==> src/rtl/dbus_axi_bridge_pkg.sv <==
// Shared types for the DBus-to-AXI4-Lite bridge.
// DBUS_AXI_TIMEOUT_EN adds the DRAIN state used after a watchdog abort.
package dbus_axi_bridge_pkg;

  localparam int DEFAULT_AXI_ADDR_WIDTH = 32;

  localparam logic [1:0] AXI_RESP_OKAY   = 2'b00;
  localparam logic [1:0] AXI_RESP_EXOKAY = 2'b01;
  localparam logic [1:0] AXI_RESP_SLVERR = 2'b10;
  localparam logic [1:0] AXI_RESP_DECERR = 2'b11;

  typedef enum logic [2:0] {
    ST_IDLE,
    ST_WR_REQ,
    ST_WR_RESP,
    ST_RD_REQ,
    ST_RD_RESP,
    ST_DONE
`ifdef DBUS_AXI_TIMEOUT_EN
    ,
    ST_DRAIN
`endif
  } dbus_axi_state_t;

  function automatic logic resp_is_err(input logic [1:0] resp);
    return resp[1];
  endfunction

endpackage

==> src/rtl/dbus_axi_bridge_if.sv <==
// Core request port plus AXI4-Lite master channels of the bridge.
// master = bridge side, slave = core/interconnect side.
interface dbus_axi_bridge_if
  import dbus_axi_bridge_pkg::*;
#(
  parameter int AXI_ADDR_WIDTH = DEFAULT_AXI_ADDR_WIDTH
);

  logic                      axi_rd_en;
  logic                      axi_wr_en;
  logic [AXI_ADDR_WIDTH-1:0] axi_addr;
  logic [31:0]               wr_data;
  logic [3:0]                wr_strobe;
  logic [31:0]               axi_rd_data;
  logic                      axi_access_fault;
  logic                      axi_busy;

  logic [AXI_ADDR_WIDTH-1:0] m_awaddr;
  logic                      m_awvalid;
  logic                      m_awready;
  logic [31:0]               m_wdata;
  logic [3:0]                m_wstrb;
  logic                      m_wvalid;
  logic                      m_wready;
  logic [1:0]                m_bresp;
  logic                      m_bvalid;
  logic                      m_bready;
  logic [AXI_ADDR_WIDTH-1:0] m_araddr;
  logic                      m_arvalid;
  logic                      m_arready;
  logic [31:0]               m_rdata;
  logic [1:0]                m_rresp;
  logic                      m_rvalid;
  logic                      m_rready;

  modport master (
    input  axi_rd_en, axi_wr_en, axi_addr,
    input  wr_data, wr_strobe,
    output axi_rd_data, axi_access_fault, axi_busy,
    output m_awaddr, m_awvalid,
    input  m_awready,
    output m_wdata, m_wstrb, m_wvalid,
    input  m_wready,
    input  m_bresp, m_bvalid,
    output m_bready,
    output m_araddr, m_arvalid,
    input  m_arready,
    input  m_rdata, m_rresp, m_rvalid,
    output m_rready
  );

  modport slave (
    output axi_rd_en, axi_wr_en, axi_addr,
    output wr_data, wr_strobe,
    input  axi_rd_data, axi_access_fault, axi_busy,
    input  m_awaddr, m_awvalid,
    output m_awready,
    input  m_wdata, m_wstrb, m_wvalid,
    output m_wready,
    output m_bresp, m_bvalid,
    input  m_bready,
    input  m_araddr, m_arvalid,
    output m_arready,
    output m_rdata, m_rresp, m_rvalid,
    input  m_rready
  );

endinterface

==> src/rtl/dbus_axi_bridge.sv <==
// Single-outstanding DBus request to AXI4-Lite transaction bridge.
// DBUS_AXI_TIMEOUT_EN enables the watchdog abort and DRAIN state.
module dbus_axi_bridge
  import dbus_axi_bridge_pkg::*;
#(
  parameter int AXI_ADDR_WIDTH = DEFAULT_AXI_ADDR_WIDTH,
  parameter int TIMEOUT_CYCLES = 256
) (
  input  logic                 clk,
  input  logic                 rst,
  dbus_axi_bridge_if.master    bus
);

  dbus_axi_state_t           state_q;
  logic [AXI_ADDR_WIDTH-1:0] addr_q;
  logic [31:0]               wdata_q;
  logic [3:0]                wstrb_q;
  logic [31:0]               rdata_q;
  logic                      fault_q;
  logic                      awvalid_q;
  logic                      wvalid_q;
  logic                      arvalid_q;
  logic                      bready_q;
  logic                      rready_q;

  logic req, busy;
  logic aw_fin, w_fin, ar_fin;
  logic b_hs, r_hs;

  assign req    = bus.axi_rd_en | bus.axi_wr_en;
  assign aw_fin = ~awvalid_q | bus.m_awready;
  assign w_fin  = ~wvalid_q | bus.m_wready;
  assign ar_fin = ~arvalid_q | bus.m_arready;
  assign b_hs   = bready_q & bus.m_bvalid;
  assign r_hs   = rready_q & bus.m_rvalid;

`ifdef DBUS_AXI_TIMEOUT_EN
  localparam int CW = $clog2(TIMEOUT_CYCLES);
  localparam logic [CW-1:0] CNT_LIM = CW'(TIMEOUT_CYCLES - 1);

  logic [CW-1:0] cnt_q;
  logic          to_q;
  logic          pend_q;
  logic          wr_q;
`endif

  always_ff @(posedge clk or posedge rst) begin
    if (rst) begin
      state_q   <= ST_IDLE;
      addr_q    <= '0;
      wdata_q   <= '0;
      wstrb_q   <= '0;
      rdata_q   <= '0;
      fault_q   <= 1'b0;
      awvalid_q <= 1'b0;
      wvalid_q  <= 1'b0;
      arvalid_q <= 1'b0;
      bready_q  <= 1'b0;
      rready_q  <= 1'b0;
`ifdef DBUS_AXI_TIMEOUT_EN
      cnt_q     <= '0;
      to_q      <= 1'b0;
      pend_q    <= 1'b0;
      wr_q      <= 1'b0;
`endif
    end else begin
      unique case (state_q)
        ST_IDLE: begin
          if (bus.axi_wr_en) begin
            addr_q    <= bus.axi_addr;
            wdata_q   <= bus.wr_data;
            wstrb_q   <= bus.wr_strobe;
            awvalid_q <= 1'b1;
            wvalid_q  <= 1'b1;
            state_q   <= ST_WR_REQ;
          end else if (bus.axi_rd_en) begin
            addr_q    <= bus.axi_addr;
            arvalid_q <= 1'b1;
            state_q   <= ST_RD_REQ;
          end
`ifdef DBUS_AXI_TIMEOUT_EN
          cnt_q <= '0;
          wr_q  <= bus.axi_wr_en;
`endif
        end
        ST_WR_REQ: begin
          if (awvalid_q && bus.m_awready) awvalid_q <= 1'b0;
          if (wvalid_q && bus.m_wready) wvalid_q <= 1'b0;
          if (aw_fin && w_fin) begin
            bready_q <= 1'b1;
            state_q  <= ST_WR_RESP;
          end
        end
        ST_WR_RESP: begin
          if (b_hs) begin
            bready_q <= 1'b0;
            fault_q  <= resp_is_err(bus.m_bresp);
            state_q  <= ST_DONE;
          end
        end
        ST_RD_REQ: begin
          if (bus.m_arready) begin
            arvalid_q <= 1'b0;
            rready_q  <= 1'b1;
            state_q   <= ST_RD_RESP;
          end
        end
        ST_RD_RESP: begin
          if (r_hs) begin
            rready_q <= 1'b0;
            rdata_q  <= bus.m_rdata;
            fault_q  <= resp_is_err(bus.m_rresp);
            state_q  <= ST_DONE;
          end
        end
        ST_DONE: begin
          fault_q <= 1'b0;
`ifdef DBUS_AXI_TIMEOUT_EN
          to_q    <= 1'b0;
          state_q <= to_q ? ST_DRAIN : ST_IDLE;
`else
          state_q <= ST_IDLE;
`endif
        end
`ifdef DBUS_AXI_TIMEOUT_EN
        ST_DRAIN: begin
          if (!pend_q || b_hs || r_hs) state_q <= ST_IDLE;
        end
`endif
        default: state_q <= ST_IDLE;
      endcase

`ifdef DBUS_AXI_TIMEOUT_EN
      if (state_q inside {ST_WR_REQ, ST_WR_RESP,
                          ST_RD_REQ, ST_RD_RESP}) begin
        cnt_q <= cnt_q + CW'(1);
        if (cnt_q == CNT_LIM && !b_hs && !r_hs) begin
          fault_q <= 1'b1;
          to_q    <= 1'b1;
          pend_q  <= 1'b1;
          state_q <= ST_DONE;
        end
      end

      // Abandoned transaction is still finished on the bus, result dropped.
      if ((state_q == ST_DONE && to_q) || state_q == ST_DRAIN) begin
        if (awvalid_q && bus.m_awready) awvalid_q <= 1'b0;
        if (wvalid_q && bus.m_wready) wvalid_q <= 1'b0;
        if (arvalid_q && bus.m_arready) arvalid_q <= 1'b0;
        if (pend_q && wr_q && aw_fin && w_fin) bready_q <= 1'b1;
        if (pend_q && !wr_q && ar_fin) rready_q <= 1'b1;
        if (b_hs || r_hs) begin
          pend_q   <= 1'b0;
          bready_q <= 1'b0;
          rready_q <= 1'b0;
        end
      end
`endif
    end
  end

  always_comb begin
    busy = 1'b1;
    unique case (state_q)
      ST_IDLE:  busy = req;
      ST_DONE:  busy = 1'b0;
`ifdef DBUS_AXI_TIMEOUT_EN
      ST_DRAIN: busy = req;
`endif
      default:  busy = 1'b1;
    endcase
  end

  assign bus.axi_busy         = busy & ~rst;
  assign bus.axi_rd_data      = rdata_q;
  assign bus.axi_access_fault = fault_q;

  assign bus.m_awaddr  = addr_q;
  assign bus.m_awvalid = awvalid_q;
  assign bus.m_wdata   = wdata_q;
  assign bus.m_wstrb   = wstrb_q;
  assign bus.m_wvalid  = wvalid_q;
  assign bus.m_bready  = bready_q;
  assign bus.m_araddr  = addr_q;
  assign bus.m_arvalid = arvalid_q;
  assign bus.m_rready  = rready_q;

  logic unused_ok;
  assign unused_ok = ^{bus.m_bresp[0], bus.m_rresp[0],
                       TIMEOUT_CYCLES == 0};

endmodule
==> src/flat_wrapper.sv <==
// flat-port wrapper written by rule: the top's interface ports become plain ports
module dbus_axi_bridge_flat import dbus_axi_bridge_pkg::*;
#(
  parameter int AXI_ADDR_WIDTH = DEFAULT_AXI_ADDR_WIDTH,
  parameter int TIMEOUT_CYCLES = 256
)
  (clk, rst, bus_axi_rd_en, bus_axi_wr_en, bus_axi_addr, bus_wr_data, bus_wr_strobe, bus_axi_rd_data, bus_axi_access_fault, bus_axi_busy, bus_m_awaddr, bus_m_awvalid, bus_m_awready, bus_m_wdata, bus_m_wstrb, bus_m_wvalid, bus_m_wready, bus_m_bresp, bus_m_bvalid, bus_m_bready, bus_m_araddr, bus_m_arvalid, bus_m_arready, bus_m_rdata, bus_m_rresp, bus_m_rvalid, bus_m_rready);
  dbus_axi_bridge_if #(.AXI_ADDR_WIDTH(AXI_ADDR_WIDTH)) bus_i ();
  input  logic clk;
  input  logic rst;
  input wire logic [$bits(bus_i.axi_rd_en)-1:0] bus_axi_rd_en;
  input wire logic [$bits(bus_i.axi_wr_en)-1:0] bus_axi_wr_en;
  input wire logic [$bits(bus_i.axi_addr)-1:0] bus_axi_addr;
  input wire logic [$bits(bus_i.wr_data)-1:0] bus_wr_data;
  input wire logic [$bits(bus_i.wr_strobe)-1:0] bus_wr_strobe;
  output wire logic [$bits(bus_i.axi_rd_data)-1:0] bus_axi_rd_data;
  output wire logic [$bits(bus_i.axi_access_fault)-1:0] bus_axi_access_fault;
  output wire logic [$bits(bus_i.axi_busy)-1:0] bus_axi_busy;
  output wire logic [$bits(bus_i.m_awaddr)-1:0] bus_m_awaddr;
  output wire logic [$bits(bus_i.m_awvalid)-1:0] bus_m_awvalid;
  input wire logic [$bits(bus_i.m_awready)-1:0] bus_m_awready;
  output wire logic [$bits(bus_i.m_wdata)-1:0] bus_m_wdata;
  output wire logic [$bits(bus_i.m_wstrb)-1:0] bus_m_wstrb;
  output wire logic [$bits(bus_i.m_wvalid)-1:0] bus_m_wvalid;
  input wire logic [$bits(bus_i.m_wready)-1:0] bus_m_wready;
  input wire logic [$bits(bus_i.m_bresp)-1:0] bus_m_bresp;
  input wire logic [$bits(bus_i.m_bvalid)-1:0] bus_m_bvalid;
  output wire logic [$bits(bus_i.m_bready)-1:0] bus_m_bready;
  output wire logic [$bits(bus_i.m_araddr)-1:0] bus_m_araddr;
  output wire logic [$bits(bus_i.m_arvalid)-1:0] bus_m_arvalid;
  input wire logic [$bits(bus_i.m_arready)-1:0] bus_m_arready;
  input wire logic [$bits(bus_i.m_rdata)-1:0] bus_m_rdata;
  input wire logic [$bits(bus_i.m_rresp)-1:0] bus_m_rresp;
  input wire logic [$bits(bus_i.m_rvalid)-1:0] bus_m_rvalid;
  output wire logic [$bits(bus_i.m_rready)-1:0] bus_m_rready;
  assign bus_i.axi_rd_en = bus_axi_rd_en;
  assign bus_i.axi_wr_en = bus_axi_wr_en;
  assign bus_i.axi_addr = bus_axi_addr;
  assign bus_i.wr_data = bus_wr_data;
  assign bus_i.wr_strobe = bus_wr_strobe;
  assign bus_axi_rd_data = bus_i.axi_rd_data;
  assign bus_axi_access_fault = bus_i.axi_access_fault;
  assign bus_axi_busy = bus_i.axi_busy;
  assign bus_m_awaddr = bus_i.m_awaddr;
  assign bus_m_awvalid = bus_i.m_awvalid;
  assign bus_i.m_awready = bus_m_awready;
  assign bus_m_wdata = bus_i.m_wdata;
  assign bus_m_wstrb = bus_i.m_wstrb;
  assign bus_m_wvalid = bus_i.m_wvalid;
  assign bus_i.m_wready = bus_m_wready;
  assign bus_i.m_bresp = bus_m_bresp;
  assign bus_i.m_bvalid = bus_m_bvalid;
  assign bus_m_bready = bus_i.m_bready;
  assign bus_m_araddr = bus_i.m_araddr;
  assign bus_m_arvalid = bus_i.m_arvalid;
  assign bus_i.m_arready = bus_m_arready;
  assign bus_i.m_rdata = bus_m_rdata;
  assign bus_i.m_rresp = bus_m_rresp;
  assign bus_i.m_rvalid = bus_m_rvalid;
  assign bus_m_rready = bus_i.m_rready;
  dbus_axi_bridge #(.AXI_ADDR_WIDTH(AXI_ADDR_WIDTH), .TIMEOUT_CYCLES(TIMEOUT_CYCLES)) u_core (.clk(clk), .rst(rst), .bus(bus_i));
endmodule
==> config.mk <==
export PLATFORM = sky130hd
export DESIGN_NAME = dbus_axi_bridge_flat
export DESIGN_NICKNAME = d
export VERILOG_FILES = /design/src/rtl/dbus_axi_bridge_pkg.sv /design/src/rtl/dbus_axi_bridge_if.sv /design/src/rtl/dbus_axi_bridge.sv /design/src/flat_wrapper.sv
export SDC_FILE = /design/constraint.sdc
export NUM_CORES = 1
export LEC_CHECK = 0
export ABC_AREA = 1
export CAP_MARGIN = 10
export CORE_MARGIN = 5
export CORE_UTILIZATION = 39
export CTS_CLUSTER_DIAMETER = 150
export DETAILED_ROUTE_END_ITERATION = 8
export PLACE_DENSITY = 0.8
export SLEW_MARGIN = 20
export SYNTH_ARGS = -nofsm -noshare
export SYNTH_HDL_FRONTEND = slang
export SYNTH_SLANG_ARGS = --single-unit
==> constraint.sdc <==
create_clock -name clk -period 3.96 [get_ports clk]
set_clock_uncertainty 0.1 [all_clocks]
set_input_delay 0.396 -clock clk [delete_from_list [all_inputs] [get_ports clk]]
set_output_delay 0.396 -clock clk [all_outputs]
set_load 0.02 [all_outputs]
After elaboration in Yosys (flattened, before gate mapping). Cells that the tools add are included.

Register bits: 109. Output and inout port bits: 139.

Eq/ne operators: 15. Multiplexer cells: 28. Bitwise operators: 9. Reduce and logical (&&, ||, !) cells: 20.

Operators with widths (number): two-way mux 32 bit (2); two-way mux 3 bit (6); one-hot mux 3 bit (5 select lines) (1); AND reduction 3 bit (5); two-way mux 1 bit (12); one-hot mux 1 bit (2 select lines) (6); inequality test 2 x 1 -> 1 bit (second input constant) (5); nonzero test 2 bit (5); inequality test 2 bit (second input constant) (4); equality test 3 x 2 -> 1 bit (second input constant) (2); equality test 3 bit (second input constant) (2); AND reduction 2 bit (3); AND reduction 5 bit (1); AND reduction 4 bit (1); AND 1 bit (3); equality test 3 x 1 -> 1 bit (second input constant) (1); logical AND 1 bit (3); zero test 3 bit (1); inequality test 3 bit (second input constant) (1); inverter 1 bit (3); bitwise OR 1 bit (3); one-hot mux 1 bit (3 select lines) (1); nonzero test 3 bit (1).

Logic depth before layout (Yosys ltp).
Word-level depth: 5. Gate-level depth with buffers: 8. Depth with buffers taken out: 8.

Worst setup path after synthesis. No wires, ideal clock.

Kind: register to output. Start: register u_core.state_q[2]. End: output bus_axi_busy. Arrival time: 1.008 ns. Data required time: 3.464 ns. Setup slack: 2.456 ns. Stages on the path, launching flop included: 6. Buffers on the path: 1. Cells stage by stage: dfrtp_1 > buf_2 > nor2_4 > nand3_1 > o21ai_0 > nor2_1.

Word-level cells in the longest chain between the ends: 3. Elaborated cells on any way between the ends: 4. Those cells by class: eq/ne: 1; mux: 1; bitwise: 1; reduce/logical: 1.

RTL lines: start: declaration (RTL line dbus_axi_bridge.sv:14) `dbus_axi_state_t state_q;`; start signal: assignment (RTL line dbus_axi_bridge.sv:49) `state_q <= ST_IDLE;`; start signal: assignment (RTL line dbus_axi_bridge.sv:75) `state_q <= ST_WR_REQ;`; start signal: assignment (RTL line dbus_axi_bridge.sv:79) `state_q <= ST_RD_REQ;`; equality test 3 bit / zero test 3 bit (equally long branches) (RTL line dbus_axi_bridge.sv:164) `unique case (state_q)`; one-hot mux 1 bit (2 select lines) * (RTL line dbus_axi_bridge.sv:164); AND 1 bit * (RTL line dbus_axi_bridge.sv:174) `assign bus.axi_busy = busy & ~rst;`; end: declaration (RTL line flat_wrapper.sv:18) `output wire logic [$bits(bus_i.axi_busy)-1:0] bus_axi_busy;`.

Mark *: on every way between the ends. The rest lies on a longest branch, timed or not.

Final worst setup path.
Start: register u_core.state_q[2]. End: register u_core.addr_q[28] (netlist: u_core.bus.m_araddr[28]).

Word-level cells in the longest chain between the ends: 2.

RTL lines: zero test 3 bit (RTL line dbus_axi_bridge.sv:67) `unique case (state_q)`; AND reduction 2 bit (no line); end signal: assignment (RTL line dbus_axi_bridge.sv:70) `addr_q <= bus.axi_addr;`; end signal: assignment (RTL line dbus_axi_bridge.sv:77) `addr_q <= bus.axi_addr;`; end: declaration (RTL line dbus_axi_bridge.sv:15) `logic [AXI_ADDR_WIDTH-1:0] addr_q;`.

No other way between the ends. A chain may end at the register's enable or synchronous reset.

==> flow_summary_export.csv <==
group,metric,value,unit
detailed_routing,post_drt_wl_per_cell,15.27,microns
floorplanning,coreArea,11560,sq um
yosys,yosysWarningCount,0,
floorplanning,die_h,119.2,microns
worst_setup_path,worst-setup-path-type,"reg2reg",
detailed_routing,via_count,4242,
worst_setup_path,crit_path_start_kind,"flop",
yosys,synth.distinct_cells,22,
detailed_routing,dr.pass1.iters,4,
clocking,clock_latency,0.33,ns
run,maxCapViolCount,0,
final_layout,regArea,2728,sq um
detailed_routing,totalWireLength,13.70,mm
global_routing,grtUsageTotal,18.97,%
global_routing,overflow,0,
timing,fin_hold_ws,0.3709,ns
detailed_routing,drc_errors,0,
clocking,cts-root-buf,"clkbuf_16",
final_layout,fill_cells,978,
yosys,yosysTopAreaCell,"dfrtp_1",
timing,maxSlewViolCount,0,
worst_setup_path,crit_arrival,3.07,ns
clocking,cts_tree,"done",
clocking,cts_buffer_depth,2,
placement,hpwlAfterDp,10.24,mm
placement,dp_cells,881,
timing,finalSetupViolCount,0,
worst_setup_path,cp.required,4.13,ns
worst_setup_path,cp_max_fo,44,
yosys,synthTopCellsByArea,"dfrtp_1 59%, nand2_1 23%, buf_4 6.3%",
timing,setup_tns,0,ns
clocking,post_cts_resize_count,0,
floorplanning,ioPinCount,252,
worst_setup_path,endpoint_kind,"flop",
clocking,cts_buffers,9,
yosys,synth_top_cell_area_share,58.67,%
floorplanning,initial_core_util,40.20,%
timing,tightest_slew,0.7884,ns
timing,max_freq,0.3447,GHz
floorplanning,die_area,14210,sq um
floorplanning,rows,39,
detailed_routing,ant_nets,0,
clocking,cts.htree.levels,3,
timing,rsz0062_at_grt,"false",
worst_setup_path,r2r_slack,1.06,ns
final_layout,final_cells,897,
final_layout,drive_above_1_share,4.111,%
clocking,cts.sinks,109,
min_path,min_to,"u_core.bus.axi_rd_data[19]$_DFFE_PP0P_",
yosys,synth-seq-area-share,58.67,%
placement,io_buffers,249,
detailed_routing,dr.first_iter.drc_count,264,
final_layout,area_delta_synth_final,56.84,%
pwr,vdd_drop_max,352.8,uV
detailed_routing,vias_per_cell,4.729,
clocking,postCtsHoldBufs,0,
final_layout,fin_nets,862,
yosys,synth_edf_count,0,
timing,period_minus_slack,2.901,ns
yosys,synth_area_per_cell,8.563,sq um
min_path,hold_path_depth,2,
pwr,cellPowerDensity,856.6,nW/um^2
yosys,syn_area,4649,sq um
worst_setup_path,regToRegEndpoint,"u_core.bus.m_araddr[28]$_DFFE_PP0P_",
placement,place_congestion,0.7815,
final_layout,antenna_cells,0,
worst_setup_path,ff2ff_path_depth,6,
global_routing,grt_pass1_vias,4322,
outcome,outcome,"complete, no violations",
min_path,worst_hold_path_type,"reg2reg",
pwr,p_leak,3.558,nW
global_routing,grt_max_degree,91,
yosys,yosys_register_bits,109,
global_routing,grt_pass1_wl,21.96,mm
yosys,synth_fp_nets,656,
yosys,synth_top_flop_cell,"dfrtp_1",
timing,fin_crit_sh,73.25,%
clocking,cts_setup_buffers,0,
timing,max-slew-margin-rel,47.44,%
clocking,clk_pin_slew,0.07,ns
min_path,min_from,"u_core.bus.axi_rd_data[19]$_DFFE_PP0P_",
final_layout,multi_input_comb_area,1474,sq um
floorplanning,die_width,119.2,microns
worst_setup_path,r2r-start,"u_core.state_q[2]$_DFFE_PP0P_",
global_routing,antenna_found_initial,0,
yosys,syn_inst,543,
yosys,ys_async_sr_fraction,100.0,%
timing,hold_viol_final,0,
==> area by class of cell <==
type | instances | share of cell area, %
tap | 143 | 2.454
clock buffer | 13 | 3.569
timing repair buffer | 251 | 34.39
sequential | 109 | 37.41
multi-input combinational | 359 | 20.21
clock inverter | 3 | 0.9266
inverter | 19 | 1.047
==> cell families (layout without fill, tap and decap cells) <==
logic type / count (synthesis) / after routing / share of synthesized area, %
flip-flops: 109 / 109 / 58.67
buffers and inverters: 75 / 286 / 9.634
AND/OR/NAND/NOR: 316 / 316 / 26.94
AO/OA/AOI/OAI: 43 / 43 / 4.763
==> synthesized netlist by cell type (3+ instances only) <==
| library cell | instances |
|---|---|
| nor2_4 | 4 |
| clkbuf_2 | 3 |
| inv_1 | 15 |
| o21ai_0 | 29 |
| nand2_2 | 3 |
| nand2_1 | 291 |
| nor2_1 | 7 |
| buf_4 | 39 |
| dfrtp_1 | 109 |
| nand4_1 | 3 |
| o21ai_1 | 8 |
| nand3_1 | 4 |
| buf_2 | 13 |
| inv_2 | 4 |
==> metal layers <==
| metal | vias to the layer above | part of all wire [%] | global-route usage, % | routed length, microns |
|---|---|---|---|---|
| met1 | 1987 | 39 | 22.39 | 5326 |
| met3 | 22 | 8.8 | 6.493 | 1210 |
| met2 | 183 | 50 | 32.99 | 6870 |
| met4 | 0 | 2.1 | 5.214 | 289 |
| li1 | 2050 | - | - | - |
| met5 | - | 0 | 0 | 0 |
==> stage by stage <==
stage          worst slack (ns)  area, sq um  total power [mW]  utilization (%)
3_3_place_gp             0.7723         6962             5.220            60.20
4_1_cts                  0.9862         7289             6.324            63.03
3_5_place_dp             0.6844         6962             5.323            60.20
2_1_floorplan            0.5901         4649             3.850                -
6_report                  1.059         7292             6.247            63.05
5_1_grt                  0.7301         7292             6.654            63.05
==> worst max path at each step <==
stage | end | start | slack, ns
after floorplan | u_core.bus.axi_access_fault$_DFFE_PP0P_ | rst | 0.59
after global placement | u_core.bus.m_araddr[10]$_DFFE_PP0P_ | bus_axi_wr_en | 0.77
after detailed placement | u_core.bus.m_araddr[27]$_DFFE_PP0P_ | bus_axi_wr_en | 0.68
after CTS | u_core.bus.m_araddr[8]$_DFFE_PP0P_ | u_core.state_q[2]$_DFFE_PP0P_ | 0.99
after global routing | u_core.bus.m_araddr[19]$_DFFE_PP0P_ | u_core.state_q[2]$_DFFE_PP0P_ | 0.73
final | u_core.bus.m_araddr[28]$_DFFE_PP0P_ | u_core.state_q[2]$_DFFE_PP0P_ | 1.06
==> report_power, final <==
part | internal [mW] | switching (mW)
sequential | 1.63 | 0.349
clock | 0.590 | 0.384
combinational | 1.49 | 1.81
==> critical path, stage by stage (launching register included) <==
cell and delay (ns):
dfrtp_1 0.58, nor2_4 0.07, nand2_2 0.57, inv_2 0.51
nor2_4 0.74, nand2_1 0.14, nand2_1 0.11
==> flip-flops by register name, summed over array words and instances, names as in the netlist <==
signal and flops:
u_core.bus.axi_rd_data 32, u_core.bus.m_araddr 32, u_core.bus.m_wdata 32, u_core.bus.m_wstrb 4
u_core.state_q 3, u_core.bus.axi_access_fault 1, u_core.bus.m_arvalid 1, u_core.bus.m_awvalid 1
u_core.bus.m_bready 1, u_core.bus.m_rready 1, u_core.bus.m_wvalid 1
==> layout by cell type, fill, tap and decap left out, drive strengths merged <==
| cell | instances |
|---|---|
| a21oi | 2 |
| nand3 | 6 |
| bufinv | 2 |
| dfrtp | 109 |
| o21bai | 1 |
| clkbuf | 13 |
| nand2 | 294 |
| a31oi | 1 |
| clkdlybuf4s50 | 249 |
| clkinvlp | 1 |
| nor2 | 12 |
| nand4 | 3 |
| o22ai | 2 |
| o21ai | 37 |
| nor3 | 1 |
| buf | 2 |
| inv | 19 |
Note: power is estimated with default switching activity, not from simulation.
